File: config.mk
export PLATFORM = sky130hd
export DESIGN_NAME = ssc_iq_corr_flat
export DESIGN_NICKNAME = d
export VERILOG_FILES = /design/src/rtl/ssc_iq_corr_if.sv /design/src/rtl/ssc_iq_corr.sv /design/src/flat_wrapper.sv
export SDC_FILE = /design/constraint.sdc
export NUM_CORES = 2
export LEC_CHECK = 0
export CAP_MARGIN = 5
export CELL_PAD_IN_SITES_DETAIL_PLACEMENT = 2
export CELL_PAD_IN_SITES_GLOBAL_PLACEMENT = 2
export CORE_MARGIN = 2
export CORE_UTILIZATION = 40
export CTS_CLUSTER_DIAMETER = 150
export DETAILED_ROUTE_END_ITERATION = 8
export DONT_BUFFER_PORTS = 1
export HOLD_SLACK_MARGIN = 0.06
export PLACE_DENSITY_LB_ADDON = 0.1
export REMOVE_ABC_BUFFERS = 1
export SLEW_MARGIN = 10
export SYNTH_ARGS = -nofsm -noshare
export SYNTH_HDL_FRONTEND = slang
export SYNTH_SLANG_ARGS = --single-unit
File: constraint.sdc
create_clock -name clk -period 10.5 [get_ports clk]
set_input_delay 2.1 -clock clk [delete_from_list [all_inputs] [get_ports clk]]
set_output_delay 2.1 -clock clk [all_outputs]
set_load 0.1 [all_outputs]
File: src/rtl/ssc_iq_corr_if.sv
// Register-bus and ADC sample port bundle for one correlator channel.
// The master drives addr/Wdata/strobes and samples; the channel answers with Rdata/cseen.
interface ssc_iq_corr_if #(
  parameter int ADC_W = 16
);
  logic [31:0]             addr;
  logic [31:0]             Wdata;
  logic                    write;
  logic                    read;
  logic [31:0]             Rdata;
  logic signed [ADC_W-1:0] ADC;
  logic                    pushADC;
  logic                    cseen;

  modport master (output addr, Wdata, write, read, ADC, pushADC, input Rdata, cseen);
  modport slave  (input addr, Wdata, write, read, ADC, pushADC, output Rdata, cseen);
endinterface

File: src/rtl/ssc_iq_corr.sv
// Spread-spectrum I/Q correlator channel: carrier NCO + sin/cos lookup, chip NCO stepping a Galois LFSR,
// 3-stage multiply pipeline feeding I/Q integrators that dump on every PRN epoch. Accepts one sample per cycle.
module ssc_iq_corr #(
  parameter logic [15:0] BASE    = 16'h0340,
  parameter int          ADC_W   = 16,
  parameter int          PHASE_W = 32,
  parameter int          LFSR_W  = 14,
  parameter int          ACC_W   = 64
) (
  input logic           clk,
  input logic           rst,
  ssc_iq_corr_if.slave  bus
);

  localparam logic [PHASE_W-1:0] QTR = {2'b01, {(PHASE_W-2){1'b0}}};
  localparam int                 PRD_W = ADC_W + 17;

  // Quarter-wave table: 13-bit index, 16-bit magnitude, folded to a full signed wave.
  function automatic logic signed [16:0] qlut(input logic [PHASE_W-1:0] ph);
    logic [12:0]        idx;
    logic [27:0]        sq;
    logic signed [16:0] mag;
    idx = ph[PHASE_W-3 -: 13];
    if (ph[PHASE_W-2]) idx = ~idx;
    sq  = {15'd0, idx} * (28'd16384 - {15'd0, idx});
    mag = 17'(sq >> 10);
    return ph[PHASE_W-1] ? -mag : mag;
  endfunction

  logic                     en;
  logic [PHASE_W-1:0]       carr_freq, carr_phase, chip_freq, chip_phase;
  logic [LFSR_W-1:0]        prn_state, prn_poly, epoch_reg;
  logic [3:0]               hob;
  logic [31:0]              corr_cnt, cnt;
  logic signed [ACC_W-1:0]  dump_i, dump_q, acc_i, acc_q;
  logic                     st_valid, st_overrun;

  logic                     s1_vld, s1_chip, s1_epoch;
  logic signed [ADC_W-1:0]  s1_adc;
  logic [PHASE_W-1:0]       s1_phase;
  logic                     s2_vld, s2_chip, s2_epoch;
  logic signed [ADC_W-1:0]  s2_adc;
  logic signed [16:0]       s2_sin, s2_cos;
  logic                     s3_vld, s3_epoch;
  logic signed [ACC_W-1:0]  s3_pi, s3_pq;

  // Address decode
  logic [15:0] off;
  logic        hit;
  logic [3:0]  ridx;
  logic [14:0] wsel;
  assign off  = bus.addr[15:0] - BASE;
  assign ridx = off[5:2];
  assign hit  = (off[15:6] == 10'd0) && (off[1:0] == 2'd0) && (ridx != 4'hF);
  assign wsel = (bus.write && hit) ? (15'd1 << ridx) : 15'd0;

  logic clr, w1c_v, w1c_o;
  assign clr   = wsel[0]  & bus.Wdata[1];
  assign w1c_v = wsel[14] & bus.Wdata[0];
  assign w1c_o = wsel[14] & bus.Wdata[1];

  // Accept, chip NCO carry and LFSR step
  logic               accept, chip_carry, lfsr_x, step, epoch_hit;
  logic [PHASE_W-1:0] chip_sum;
  logic [LFSR_W-1:0]  hob_mask, lfsr_next;
  assign accept                 = bus.pushADC & en;
  assign {chip_carry, chip_sum} = {1'b0, chip_phase} + {1'b0, chip_freq};
  assign hob_mask               = LFSR_W'(1) << hob;
  assign lfsr_x                 = |(prn_state & hob_mask);
  assign lfsr_next              = ((prn_state & ~hob_mask) << 1) ^ (lfsr_x ? prn_poly : '0);
  assign step                   = accept & chip_carry;
  assign epoch_hit              = step && (lfsr_next == epoch_reg);

  // Products, sign-extended to the accumulator width and despread by the chip
  logic signed [PRD_W-1:0] prod_i, prod_q;
  logic signed [ACC_W-1:0] ext_i, ext_q;
  assign prod_i = PRD_W'(s2_adc) * PRD_W'(s2_sin);
  assign prod_q = PRD_W'(s2_adc) * PRD_W'(s2_cos);
  assign ext_i  = ACC_W'(prod_i);
  assign ext_q  = ACC_W'(prod_q);

  always_ff @(posedge clk) begin
    if (rst) begin
      en <= 1'b0;
      carr_freq <= '0; carr_phase <= '0; chip_freq <= '0; chip_phase <= '0;
      prn_state <= '0; prn_poly <= '0; hob <= '0; epoch_reg <= LFSR_W'(1);
      corr_cnt <= '0; cnt <= '0; dump_i <= '0; dump_q <= '0; acc_i <= '0; acc_q <= '0;
      st_valid <= 1'b0; st_overrun <= 1'b0;
      s1_vld <= 1'b0; s1_chip <= 1'b0; s1_epoch <= 1'b0; s1_adc <= '0; s1_phase <= '0;
      s2_vld <= 1'b0; s2_chip <= 1'b0; s2_epoch <= 1'b0; s2_adc <= '0; s2_sin <= '0; s2_cos <= '0;
      s3_vld <= 1'b0; s3_epoch <= 1'b0; s3_pi <= '0; s3_pq <= '0;
    end else begin
      if (accept) begin
        carr_phase <= carr_phase + carr_freq;
        chip_phase <= chip_sum;
        if (step) prn_state <= lfsr_next;
      end
      // Bus writes come last so they override same-cycle NCO/LFSR updates.
      if (wsel[0])  en         <= bus.Wdata[0];
      if (wsel[1])  carr_freq  <= bus.Wdata[PHASE_W-1:0];
      if (wsel[2])  carr_phase <= bus.Wdata[PHASE_W-1:0];
      if (wsel[3])  chip_freq  <= bus.Wdata[PHASE_W-1:0];
      if (wsel[4])  chip_phase <= bus.Wdata[PHASE_W-1:0];
      if (wsel[5])  prn_state  <= bus.Wdata[LFSR_W-1:0];
      if (wsel[6])  prn_poly   <= bus.Wdata[LFSR_W-1:0];
      if (wsel[7])  hob        <= bus.Wdata[3:0];
      if (wsel[8])  epoch_reg  <= bus.Wdata[LFSR_W-1:0];

      s1_vld   <= accept & ~clr;
      s1_adc   <= bus.ADC;
      s1_phase <= carr_phase;
      s1_chip  <= lfsr_x;
      s1_epoch <= epoch_hit;

      s2_vld   <= s1_vld & ~clr;
      s2_adc   <= s1_adc;
      s2_sin   <= qlut(s1_phase);
      s2_cos   <= qlut(s1_phase + QTR);
      s2_chip  <= s1_chip;
      s2_epoch <= s1_epoch;

      s3_vld   <= s2_vld & ~clr;
      s3_pi    <= s2_chip ? -ext_i : ext_i;
      s3_pq    <= s2_chip ? -ext_q : ext_q;
      s3_epoch <= s2_epoch;

      if (clr) begin
        acc_i <= '0; acc_q <= '0; cnt <= '0;
      end else if (s3_vld) begin
        if (s3_epoch) begin
          dump_i   <= acc_i;
          dump_q   <= acc_q;
          corr_cnt <= cnt;
          acc_i    <= s3_pi;
          acc_q    <= s3_pq;
          cnt      <= 32'd1;
        end else begin
          acc_i <= acc_i + s3_pi;
          acc_q <= acc_q + s3_pq;
          cnt   <= cnt + 32'd1;
        end
      end

      // A dump outranks a same-cycle write-1-to-clear of STATUS.
      if (!clr && s3_vld && s3_epoch) begin
        st_valid   <= 1'b1;
        st_overrun <= (st_overrun & ~w1c_o) | st_valid;
      end else begin
        if (w1c_v) st_valid   <= 1'b0;
        if (w1c_o) st_overrun <= 1'b0;
      end
    end
  end

  logic signed [63:0] di64, dq64;
  logic [31:0]        rd_val;
  assign di64 = 64'(dump_i);
  assign dq64 = 64'(dump_q);

  always_comb begin
    rd_val = '0;
    case (ridx)
      4'h0: rd_val = {31'd0, en};
      4'h1: rd_val = 32'(carr_freq);
      4'h2: rd_val = 32'(carr_phase);
      4'h3: rd_val = 32'(chip_freq);
      4'h4: rd_val = 32'(chip_phase);
      4'h5: rd_val = 32'(prn_state);
      4'h6: rd_val = 32'(prn_poly);
      4'h7: rd_val = {28'd0, hob};
      4'h8: rd_val = 32'(epoch_reg);
      4'h9: rd_val = corr_cnt;
      4'hA: rd_val = di64[31:0];
      4'hB: rd_val = di64[63:32];
      4'hC: rd_val = dq64[31:0];
      4'hD: rd_val = dq64[63:32];
      4'hE: rd_val = {30'd0, st_overrun, st_valid};
      default: rd_val = '0;
    endcase
  end

  assign bus.Rdata = (bus.read && hit) ? rd_val : 32'd0;
  assign bus.cseen = st_valid;

  logic unused_bits;
  assign unused_bits = ^{bus.addr[31:16], bus.Wdata};

endmodule

File: src/flat_wrapper.sv
// flat-port wrapper written by rule: the top's interface ports become plain ports
module ssc_iq_corr_flat 
#(
  parameter logic [15:0] BASE    = 16'h0340,
  parameter int          ADC_W   = 16,
  parameter int          PHASE_W = 32,
  parameter int          LFSR_W  = 14,
  parameter int          ACC_W   = 64
)
  (clk, rst, bus_addr, bus_Wdata, bus_write, bus_read, bus_ADC, bus_pushADC, bus_Rdata, bus_cseen);
  ssc_iq_corr_if #(.ADC_W(ADC_W)) bus_i ();
  input logic clk;
  input logic rst;
  input wire logic [$bits(bus_i.addr)-1:0] bus_addr;
  input wire logic [$bits(bus_i.Wdata)-1:0] bus_Wdata;
  input wire logic [$bits(bus_i.write)-1:0] bus_write;
  input wire logic [$bits(bus_i.read)-1:0] bus_read;
  input wire logic [$bits(bus_i.ADC)-1:0] bus_ADC;
  input wire logic [$bits(bus_i.pushADC)-1:0] bus_pushADC;
  output wire logic [$bits(bus_i.Rdata)-1:0] bus_Rdata;
  output wire logic [$bits(bus_i.cseen)-1:0] bus_cseen;
  assign bus_i.addr = bus_addr;
  assign bus_i.Wdata = bus_Wdata;
  assign bus_i.write = bus_write;
  assign bus_i.read = bus_read;
  assign bus_i.ADC = bus_ADC;
  assign bus_i.pushADC = bus_pushADC;
  assign bus_Rdata = bus_i.Rdata;
  assign bus_cseen = bus_i.cseen;
  ssc_iq_corr #(.BASE(BASE), .ADC_W(ADC_W), .PHASE_W(PHASE_W), .LFSR_W(LFSR_W), .ACC_W(ACC_W)) u_core (.clk(clk), .rst(rst), .bus(bus_i));
endmodule
==> impl_metrics.env <==
export IMPL_dieArea_sq_um=185400
export IMPL_nNetsFinal=10040
export IMPL_cts_resized=0
export IMPL_cts_tree="yes"
export IMPL_place_congestion=0.9335
export IMPL_core_area_sq_um=180700
export IMPL_irDropWorstVdd_v=0.0001427
export IMPL_numCtsBuffers=89
export IMPL_drt_iter0_drc=4197
export IMPL_power_leakage_uw=0.03488
export IMPL_startpoint_type="register"
export IMPL_netlist_instances=8823
export IMPL_ys_flop_type="dfxtp_1"
export IMPL_place_inst=10870
export IMPL_slew_headroom=-0.2912
export IMPL_ys_seq_elements=714
export IMPL_clk_latency_ps=740
export IMPL_worstSetupPathType="register to register"
export IMPL_dp_hpwl_um=216000
export IMPL_setup_viol=0
export IMPL_crit_path_end_kind="register"
export IMPL_tns_ps=0
export IMPL_antenna_left=0
export IMPL_first_pass_iters=6
export IMPL_clockBufferDepth=3
export IMPL_fill_cells=20210
export IMPL_drive_gt1_frac=0.04799
export IMPL_ctsHoldBuffers=0
export IMPL_drv_slew=159
export IMPL_antenna_found_initial=10
export IMPL_grt_pass1_vias=71110
export IMPL_dieWidth_um=430.6
export IMPL_tightest_slew_ps=1937
export IMPL_via_per_inst=5.771
export IMPL_multi_input_area_sq_um=53020
export IMPL_cts_root_buf="clkbuf_16"
export IMPL_critPathMaxStageDelay_ps=850
export IMPL_postCtsSetupBuffers=0
export IMPL_cap_violations=0
export IMPL_outcome="finished, violations left"
export IMPL_ioPinCount=118
export IMPL_critPathRequiredTime_ps=11090
export IMPL_finalHoldViolCount=0
export IMPL_fin_ws_ps=858.3
export IMPL_cts_max_level=3
export IMPL_synth_edff_count=0
export IMPL_syn_area_sq_um=72790
export IMPL_power_per_cell_area_nw_per_um2=107.5
export IMPL_path_max_fanout=12
export IMPL_num_vias=63720
export IMPL_rsz0062_at_grt="false"
export IMPL_initial_core_util=0.4027
export IMPL_cp_slowest_cell="a2111oi_0"
export IMPL_final_common_cell="nand2_1"
export IMPL_cp_common_cell="fa_1"
export IMPL_worstPathArrival_ps=10230
export IMPL_grt_max_degree=543
export IMPL_async_flop_share=0
export IMPL_track_usage=0.3074
export IMPL_io_buffers=0
export IMPL_syn_to_final_growth_pct=7.881
export IMPL_grt_pass1_wl_um=438900
export IMPL_ys_seq_area_frac=0.1964
export IMPL_final_seq_area_sq_um=14310
export IMPL_hp_class="register to register"
export IMPL_syn_avg_cell_area_sq_um=8.250
export IMPL_violations="slew limit"
export IMPL_period_share=0.9183
export IMPL_placed_cell_area_sq_um=75390
export IMPL_period_minus_slack_ps=9642
export IMPL_yosys_warnings=0
export IMPL_route_detailed_drc=0
export IMPL_max_freq_mhz=103.7
export IMPL_fin_cells=11040
export IMPL_grt_ovfl_total=0
export IMPL_cts_sinks=714
export IMPL_wl_um=284400
export IMPL_rows=156
export IMPL_finalInstanceArea_sq_um=78530
export IMPL_post_drt_wl_per_cell_um=25.76
export IMPL_final_cell_mix="1164 x nand2_1, 1075 x inv_1, 838 x fa_1"
export IMPL_synth_distinct_cells=103
export IMPL_preCtsSetupSlack_ps=943.3
export IMPL_die_h_um=430.6
export IMPL_clk_pin_slew_worst_paths_ps=60
export IMPL_fin_skew_ps=37.69
==> path summary, 6_finish.rpt <==
check                                      start                      endpoint  slack, ps  depth (start not counted)
hold / removal       u_core.s1_adc[5]$_SDFF_PP0_   u_core.s2_adc[5]$_SDFF_PP0_        440                          1
hold reg to reg      u_core.s1_adc[5]$_SDFF_PP0_   u_core.s2_adc[5]$_SDFF_PP0_        440                          1
setup reg to reg  u_core.s1_phase[30]$_SDFF_PP0_  u_core.s2_cos[16]$_SDFF_PP0_        860                         30
setup / recovery  u_core.s1_phase[30]$_SDFF_PP0_  u_core.s2_cos[16]$_SDFF_PP0_        860                         30
==> layer usage <==
layer / share of wire / up-vias / global-route usage
met5: 0 / - / 0
li1: - / 28490 / -
met2: 0.48 / 1351 / 0.5245
met1: 0.43 / 33490 / 0.4020
met4: 0.033 / 0 / 0.09997
met3: 0.052 / 391 / 0.03955
==> kinds of logic (layout without fill, tap and decap cells) <==
kind of cell               after synthesis  in the layout  synth area share
AOI/OAI and AO/OA                     1882           1882            0.1638
buffers and inverters                 1552           1380           0.08086
other                                    2             22         0.0001032
DFF                                    714            714            0.1964
muxes                                   58             58          0.008217
and+or+nand+nor                       2834           2834            0.1799
xor gates and xnor gates               423            423           0.05090
adders and majority gates             1358           1358            0.3199
==> through the flow <==
stage | total power (uW) | hold WS, ps | util
after floorplan | 4429 | 405.7 | -
after global placement | 5034 | 409.0 | 0.4171
after detailed placement | 5148 | 428.8 | 0.4171
after CTS | 8533 | 441.8 | 0.4343
after global routing | 8887 | 451.8 | 0.4344
final | 8440 | 435.6 | 0.4345
==> cell usage after synthesis (all sizes together), types with 12 or more instances <==
library cell / count / area, sq um
nor3: 93 / 480.5
a21oi: 702 / 3555
o31a: 16 / 140.1
a2111oi: 12 / 125.1
buf: 40 / 207.7
o21ai: 351 / 1757
xnor2: 211 / 1848
and2: 301 / 1883
o21a: 54 / 407.9
nor2: 661 / 2481
nor4: 16 / 100.1
nand3: 93 / 470.5
a31oi: 66 / 412.9
dfxtp: 714 / 14290
inv: 1075 / 4035
nor3b: 15 / 117.6
nand2b: 189 / 1190
clkbuf: 435 / 1635
nor2b: 91 / 569.3
o211ai: 73 / 553.0
o21bai: 43 / 326.6
or3: 27 / 168.9
a211oi: 73 / 553.0
a22oi: 48 / 360.4
o31ai: 26 / 200.2
mux2i: 53 / 530.5
a22o: 51 / 446.7
a222oi: 21 / 210.2
nand2: 1170 / 4392
ha: 520 / 6506
o311ai: 12 / 105.1
fa: 838 / 16780
and3: 58 / 362.9
nand4: 45 / 281.5
a221oi: 61 / 534.3
a21o: 133 / 998.5
a311oi: 27 / 242.7
or2: 26 / 162.7
xor2: 212 / 1857
==> worst max-delay path, delay by kind of cell (launching register included) <==
family | cells | cell delay [ps]
flip-flops | 1 | 600
XOR/XNOR | 2 | 630
buffers and inverters | 5 | 470
AND/OR/NAND/NOR | 8 | 1460
adder cells (fa/ha/maj) | 7 | 3340
AO/OA/AOI/OAI | 7 | 2590
multiplexers | 1 | 380
==> where the power goes <==
part,switching (uW),internal (uW)
clock network,1370,1980
logic,1330,795
registers,150,2820
==> final cells by class <==
type,count,area share
Clock inverter,32,0.006310
Tap cell,2370,0.03776
Timing Repair Buffer,140,0.01370
Inverter,1077,0.05148
Multi-Input combinational cell,6575,0.6752
Sequential cell,714,0.1822
Clock buffer,131,0.03330
Antenna cell,2,0.00006373
(Power assumes the default switching activity.)
